**src/rtl/decode_ctrl_pipe.sv**
```systemverilog
// decode_ctrl_pipe: registered RV32 decode-control stage between fetch and execute.
// Decodes the instruction word into control flags and a one-hot class vector,
// registers them behind a valid/ready handshake with flush, stalls M-extension
// instructions while the multi-cycle M unit is occupied, and keeps a saturating
// count of accepted illegal instructions.
//
// Ports:
//   clk, rst_n           clock (rising edge), asynchronous active-low reset
//   flush                kill the output register, block acceptance this cycle
//   in_valid/in_ready    input handshake (in_ready is combinational)
//   in_instr[31:0]       opcode=[6:0], func3=[14:12], func7=[31:25]
//   out_valid/out_ready  output handshake
//   ex_alu_src, s_type_inst, wb_load, wb_reg_file, m_type_inst, invalid_inst
//                        registered control flags
//   decoded_instruction  one-hot class {R, I, S, LOAD, LUI, B, JAL, AUIPC, JALR}
//   m_busy               M unit occupied
//   illegal_count        saturating count of accepted invalid instructions
module decode_ctrl_pipe #(
  parameter int unsigned M_ENABLE   = 1,
  parameter int unsigned MUL_CYCLES = 3,
  parameter int unsigned DIV_CYCLES = 33,
  parameter int unsigned CNT_W      = 16
) (
  input  logic             clk,
  input  logic             rst_n,
  input  logic             flush,
  input  logic             in_valid,
  output logic             in_ready,
  input  logic [31:0]      in_instr,
  output logic             out_valid,
  input  logic             out_ready,
  output logic             ex_alu_src,
  output logic             s_type_inst,
  output logic             wb_load,
  output logic             wb_reg_file,
  output logic             m_type_inst,
  output logic             invalid_inst,
  output logic [8:0]       decoded_instruction,
  output logic             m_busy,
  output logic [CNT_W-1:0] illegal_count
);

  typedef enum logic [6:0] {
    OP_R     = 7'b0110011,
    OP_I     = 7'b0010011,
    OP_S     = 7'b0100011,
    OP_LOAD  = 7'b0000011,
    OP_LUI   = 7'b0110111,
    OP_B     = 7'b1100011,
    OP_JAL   = 7'b1101111,
    OP_AUIPC = 7'b0010111,
    OP_JALR  = 7'b1100111
  } opcode_e;

  typedef enum logic [6:0] {
    F7_ADD = 7'b0000000,
    F7_SUB = 7'b0100000,
    F7_M   = 7'b0000001
  } func7_e;

  logic [6:0] w_op;
  logic [6:0] w_f7;
  logic       w_is_r, w_is_i, w_is_s, w_is_load, w_is_lui;
  logic       w_is_b, w_is_jal, w_is_auipc, w_is_jalr;
  logic [8:0] w_cls;
  logic       w_alu_src;
  logic       w_wb;
  logic       w_is_m;
  logic       w_invalid;
  logic       w_m_busy;
  logic       w_accept;
  logic       w_unused;

  logic             r_valid;
  logic             r_alu_src;
  logic             r_store;
  logic             r_load;
  logic             r_wb;
  logic             r_m;
  logic             r_invalid;
  logic [8:0]       r_cls;
  logic [7:0]       r_mcnt;
  logic [CNT_W-1:0] r_ill;

  assign w_op = in_instr[6:0];
  assign w_f7 = in_instr[31:25];

  // Only opcode, func3[2] and func7 take part in decode.
  assign w_unused = &{1'b0, in_instr[24:15], in_instr[13:7]};

  always_comb begin
    w_is_r     = (w_op == OP_R);
    w_is_i     = (w_op == OP_I);
    w_is_s     = (w_op == OP_S);
    w_is_load  = (w_op == OP_LOAD);
    w_is_lui   = (w_op == OP_LUI);
    w_is_b     = (w_op == OP_B);
    w_is_jal   = (w_op == OP_JAL);
    w_is_auipc = (w_op == OP_AUIPC);
    w_is_jalr  = (w_op == OP_JALR);
    w_cls      = {w_is_r, w_is_i, w_is_s, w_is_load, w_is_lui,
                  w_is_b, w_is_jal, w_is_auipc, w_is_jalr};
    w_alu_src  = w_is_i | w_is_load | w_is_s | w_is_lui | w_is_auipc | w_is_jalr;
    w_wb       = w_is_r | w_is_i | w_is_load | w_is_lui | w_is_auipc |
                 w_is_jalr | w_is_jal;
    w_is_m     = w_is_r & (w_f7 == F7_M) & (M_ENABLE != 0);
    w_invalid  = !((w_is_r & ((w_f7 == F7_ADD) | (w_f7 == F7_SUB))) |
                   w_is_m | w_alu_src | w_is_b | w_is_jal);
  end

  assign w_m_busy = (r_mcnt != '0);

  // An M instruction stalls while the unit is busy, including its last cycle
  // (count 1), so a load never coincides with a decrement.
  assign in_ready = !flush & (!r_valid | out_ready) & !(w_is_m & w_m_busy);
  assign w_accept = in_valid & in_ready;

  always_ff @(posedge clk or negedge rst_n) begin
    if (!rst_n) begin
      r_valid   <= 1'b0;
      r_alu_src <= 1'b0;
      r_store   <= 1'b0;
      r_load    <= 1'b0;
      r_wb      <= 1'b0;
      r_m       <= 1'b0;
      r_invalid <= 1'b0;
      r_cls     <= '0;
    end else if (flush) begin
      r_valid <= 1'b0;
    end else if (w_accept) begin
      r_valid   <= 1'b1;
      r_alu_src <= w_alu_src;
      r_store   <= w_is_s;
      r_load    <= w_is_load;
      r_wb      <= w_wb;
      r_m       <= w_is_m;
      r_invalid <= w_invalid;
      r_cls     <= w_cls;
    end else if (out_ready) begin
      r_valid <= 1'b0;
    end
  end

  always_ff @(posedge clk or negedge rst_n) begin
    if (!rst_n) begin
      r_mcnt <= '0;
    end else if (w_accept & w_is_m) begin
      r_mcnt <= in_instr[14] ? 8'(DIV_CYCLES) : 8'(MUL_CYCLES);
    end else if (w_m_busy) begin
      r_mcnt <= r_mcnt - 8'd1;
    end
  end

  always_ff @(posedge clk or negedge rst_n) begin
    if (!rst_n) begin
      r_ill <= '0;
    end else if (w_accept & w_invalid & ~&r_ill) begin
      r_ill <= r_ill + CNT_W'(1);
    end
  end

  assign out_valid           = r_valid;
  assign ex_alu_src          = r_alu_src;
  assign s_type_inst         = r_store;
  assign wb_load             = r_load;
  assign wb_reg_file         = r_wb;
  assign m_type_inst         = r_m;
  assign invalid_inst        = r_invalid;
  assign decoded_instruction = r_cls;
  assign m_busy              = w_m_busy;
  assign illegal_count       = r_ill;

endmodule

```
**config.mk**
```make
export PLATFORM = sky130hd
export DESIGN_NAME = decode_ctrl_pipe
export DESIGN_NICKNAME = d
export VERILOG_FILES = /design/src/rtl/decode_ctrl_pipe.sv
export SDC_FILE = /design/constraint.sdc
export NUM_CORES = 1
export LEC_CHECK = 0
export CELL_PAD_IN_SITES_DETAIL_PLACEMENT = 0
export CELL_PAD_IN_SITES_GLOBAL_PLACEMENT = 2
export CORE_MARGIN = 2
export CORE_UTILIZATION = 25
export CTS_BUF_LIST = sky130_fd_sc_hd__clkbuf_4 sky130_fd_sc_hd__clkbuf_8
export DETAILED_ROUTE_END_ITERATION = 6
export PLACE_DENSITY_LB_ADDON = 0.1
export REMOVE_ABC_BUFFERS = 1
export SYNTH_ARGS = -nofsm -noshare
export SYNTH_HDL_FRONTEND = slang
export SYNTH_SLANG_ARGS = --single-unit
```
**constraint.sdc**
```tcl
create_clock -name clk -period 1.88 [get_ports clk]
set_input_delay 0.188 -clock clk [delete_from_list [all_inputs] [get_ports clk]]
set_output_delay 0.188 -clock clk [all_outputs]
set_load 0.005 [all_outputs]
```
## After elaboration in Yosys (flattened, before gate mapping)

Cells that the tools add are included.

- Reduce and logical (&&, ||, !) cells: 11
- Bitwise gates (word level): 27
- Multiplexer cells: 6
- Eq/ne operators: 11
- $add $sub $neg: 2

Operators by type and width:

| operator | count |
|---|---|
| $eq A7 B6 Y1 const B | 4 |
| $eq A7 B7 Y1 const B | 3 |
| $or A1 B1 Y1 | 17 |
| $add A16 B1 Y16 const B | 1 |
| $mux W8 | 2 |
| $reduce_and A16 Y1 | 1 |
| $eq A7 B5 Y1 const B | 2 |
| $and A1 B1 Y1 | 9 |
| $reduce_bool A8 Y1 | 1 |
| $sub A8 B1 Y8 const B | 1 |
| $eq A7 B1 Y1 const B | 1 |
| $eq A7 B2 Y1 const B | 1 |
| $logic_not A7 Y1 | 1 |
| $mux W6 | 1 |
| $logic_not A1 Y1 | 5 |
| $mux W1 | 3 |
| $reduce_bool A3 Y1 | 1 |
| $reduce_and A2 Y1 | 1 |
| $reduce_bool A2 Y1 | 1 |
| $not A1 Y1 | 1 |

- Word-level logic and storage cells: 67
- Output and inout port bits: 34
- Flip-flop bits (word level): 40

## Longest topological paths before layout

- Depth after elaboration: 12
- Gate-level depth with buffers: 8
- Mapped depth without buffers: 7

## Worst setup path before layout

OpenSTA, ideal clock, no wires.

- Path kind: register to register
- Start: register r_ill[0] (netlist: illegal_count[0])
- End: register r_ill[7] (netlist: illegal_count[7])
- Arrival: 1790 ps
- Stages on the path, launching flop included: 7
- Setup slack: -50 ps
- Data required time: 1741 ps
- Cells stage by stage: dfrtp_1 -> ha_1 -> nand3_1 -> or4_1 -> clkbuf_1 -> nor4b_1 -> xor2_1

- Word-level cells in the longest chain between the ends: 3
- Elaborated cells on any way between the ends: 4
- Classes of those cells: add/sub: 1; bitwise: 1; reduce/logical: 2

RTL lines:

| what | RTL line | text |
|---|---|---|
| from (decl) | 83 | `logic [CNT_W-1:0] r_ill;` |
| from (signal assigned) | 158 | `r_ill <= r_ill + CNT_W'(1);` |
| parallel branches: the longest is 3 deep, another holds $add A16 B1 Y16 | - |  |

Several ways; the timed one is not identified.
A chain may end at the register's enable or synchronous reset.

## Worst setup path after layout

- Start: register r_mcnt[6]
- End: output m_busy

- Word-level cells in the longest chain between the ends: 1

RTL lines:

| what | RTL line | text |
|---|---|---|
| from (decl) | 82 | `logic [7:0] r_mcnt;` |
| from (signal assigned) | 148 | `r_mcnt <= in_instr[14] ? 8'(DIV_CYCLES) : 8'(MUL_CYCLES);` |
| from (signal assigned) | 150 | `r_mcnt <= r_mcnt - 8'd1;` |
| $reduce_bool A8 Y1 | 111 | `assign w_m_busy = (r_mcnt != '0);` |
| to (decl) | 39 | `output logic m_busy,` |

No other way between the ends.

==> results.md <==
* Routed WL at 5.587 mm
* CP most frequent cell: buf_6
* Slowest stage delay, CP at 0.56 ns
* Compound-Gate Fraction of Synth Area at 0.1011
* Crit path max fanout at 2
* Worst setup path start: r_mcnt[6]
* Routability congestion estimate from global placement at 0.7931
* Final hold vios at 0
* Final period utilization at 1.069
* #FFs+latches synth at 38
* TritonCTS clock tree: built
* Worst EP required at 1.69 ns
* DP Wirelength at 4.045 mm
* Power Density at 833.0 nW/um2
* Period minus WS final at 2.009 ns
* Worst vdd ir at 0.2545 mV
* Multi-input gate area at around 1200 um2
* Commonest non-fill, non-tap cells in the layout: buf_4, clkdlybuf4s50_1, dfrtp_1, nor2_1, nand2_1
* Hold Crit Class: input port to register
* EDFF count, synth at 0
* Clock Skews at 0.004318 ns
* Clk slew on worst S/H paths at about 0.08 ns
* Slew margin rel. at 0.6903
* Post-DRT Antenna Nets at 0
* Vias in the first global route at 1968
* Clock Sinks at 38
* Total CTS buffers at 5
* H-Tree Depth at 2
* DP Cell Count at 393
* Leakage Power at approximately 1.6 nW
* Non-Filler Instances at 409
* Row cnt at 32
* Crit path kind: register to output pin
* Ys flop type: dfrtp_1
* Via/cell ratio at 4.501
* Storage cell area at approximately 950 um2
* Commonest non-fill, non-tap cell in the layout: buf_4
* Initial antenna violation count at 0
* Pwr Total at about 2.8 mW
* RSZ-0062 raised after global routing: true
* Synth Area in Adders at 0.01271
* Overall die height at 92.73 um
* Outcome: complete, but fails checks
* DRC violation count after routing at 0
* Max-Cap Viols at 0
* Post-Synth XOR/XNOR Area at 0.07565
* Layout cell share with drive strength beyond 1 at 0.3355
* Synth Instances at 198
* Clk Tree Root Cell: clkbuf_8
* Via Count at 1841
* Worst slew pin tran at 0.4645 ns
* Final setup margin at -0.1295 ns
* Post-synthesis sequential area ratio at 0.4832
* CP Launch Type: register
* Crit path max-delay cell type: or4_4
* CP arrival at 1.82 ns
* Crit path buf inv count at 2
* CP delay by family, top: simple AND/OR/NAND/NOR gates
* Worst r2r src: r_mcnt[6]
* Clock Latency Late Sink at 0.29 ns
* Initial Util at 0.2560
* GRT Resource Usage Total at 0.1416
* Gr ovfl total at 0
* WL per Instance at 13.66 um
* Layout Area Growth over Synthesis at 72.16%
* Hold_sp: in_instr[3]
* Final net count at 346
* Fmax at 497.6 MHz
* Netlist cell types at 45
* Global-route wire length before repair at 9.508 mm
* Count of final setup violators at 5
* Critical Path, Cell by Cell: or4_4 > buf_6 > or3_4 > buf_6
* Slew Viols, Final at 0
* I/O Buffers at 53
* Fillers at 776
* Setup_tns at -0.3391 ns
* DP Worst Slack at -0.4514 ns
* Largest net degree at the start of global routing at 24
* Iteration-0 DRC Markers at 38
* Pre-antenna DRT Iters at 4
* Antenna diode count at 0
* Simple-gate share of the synthesized area at 0.2651
* Mean Syn Cell Area at between 9 and 10 um2
* Fraction of registers with async set/reset at 1.000
* Max Root-Sink Buffers at 2
* Yosys warning total at 0
* Num ports at 71
* Violated checks: setup timing
* Post-synthesis mux area share at 0.02161
* Die Wd at 92.73 um
* Register-to-register setup slack at -0.08 ns
* Die ar. at ~8600 um2
* Largest family of logic cells by synthesized area: simple AND/OR/NAND/NOR gates
* Core footprint at 7687 um2
* Post-Synthesis Cell Area at 1968 um2
* CP endpoint kind: output pin
[layer usage]
| layer | GRT usage | wire length [um] |
|---|---|---|
| met1 | 0.1790 | 2631 |
| met2 | 0.2403 | 2717 |
| met3 | 0.03417 | 185 |
| met4 | 0.04167 | 53 |
| met5 | 0 | 0 |
[tightest hold or removal path, delay by kind of cell]
kind                   cells  cell delay [ns]
AOI/OAI and AO/OA          1             0.07
buffers and inverters      1             0.17
and+or+nand+nor            1             0.12
[synthesized netlist by cell type, types with 3 or more instances]
master | n | share of area
a21oi_1 | 3 | 0.0076
o41ai_1 | 4 | 0.018
xnor2_1 | 3 | 0.013
inv_1 | 6 | 0.011
nor2_1 | 16 | 0.031
buf_2 | 4 | 0.010
clkbuf_1 | 3 | 0.0057
nand2b_1 | 4 | 0.013
o21ai_0 | 7 | 0.018
xor2_1 | 14 | 0.062
nor3_1 | 5 | 0.013
nand3_1 | 11 | 0.028
nand4_1 | 8 | 0.025
nor4b_1 | 4 | 0.018
or4_1 | 4 | 0.015
nand2_1 | 24 | 0.046
dfrtp_1 | 38 | 0.48
o31ai_1 | 3 | 0.011
[metrics by stage]
step | utilization | area, um2 | hold WS, ns
4_1_cts | 0.4214 | 3239 | 0.3821
6_report | 0.4408 | 3388 | 0.3014
5_1_grt | 0.4408 | 3388 | 0.3073
2_1_floorplan | - | 1911 | -0.1076
3_5_place_dp | 0.3856 | 2964 | 0.1589
3_3_place_gp | 0.3856 | 2964 | 0.1572
[worst paths after layout]
kind                                     endpoint  cells after the start
max                                        m_busy                      4
min in group asynchronous               out_valid                      2
min                        decoded_instruction[2]                      3
min reg2reg                decoded_instruction[2]                      2
max in group asynchronous  decoded_instruction[4]                      3
max reg2reg                decoded_instruction[6]                      6
[layout make-up]
class | instances | share of cell area
Clock buffer | 5 | 0.02031
Clock inverter | 2 | 0.002954
Inverter | 6 | 0.006647
Multi-Input combinational cell | 144 | 0.3479
Sequential cell | 38 | 0.2806
Tap cell | 102 | 0.03767
Timing Repair Buffer | 112 | 0.3039
[kinds of logic (layout without fill, tap and decap cells)]
family,count (synthesis),count (layout)
buf+inv,16,125
simple gates,94,94
mux,4,4
xor+xnor,17,17
fa+ha+maj,2,2
flops,38,38
compound gates,27,27
[sequential cells by signal (all words and copies together), names as in the netlist]
register / count
decoded_instruction: 9
ex_alu_src: 1
illegal_count: 16
invalid_inst: 1
m_type_inst: 1
out_valid: 1
r_mcnt: 8
wb_reg_file: 1
[power by group]
part	internal, mW	switching (mW)	total (mW)
clock network	0.249	0.290	0.539
registers	0.983	0.105	1.09
logic	0.685	0.510	1.19
total	1.92	0.905	2.82
[what timing repair did]
item | in CTS | in global routing
resized for setup | 35 | 32
gates cloned | 2 | 1
setup endpoints to repair | 31 | 32
pin swaps | 8 | 6
hold buffers | 1 | 0
endpoints found under the hold margin | 15 | 0
buffers inserted | 5 | 3
Note: power is estimated with default switching activity, not from simulation.
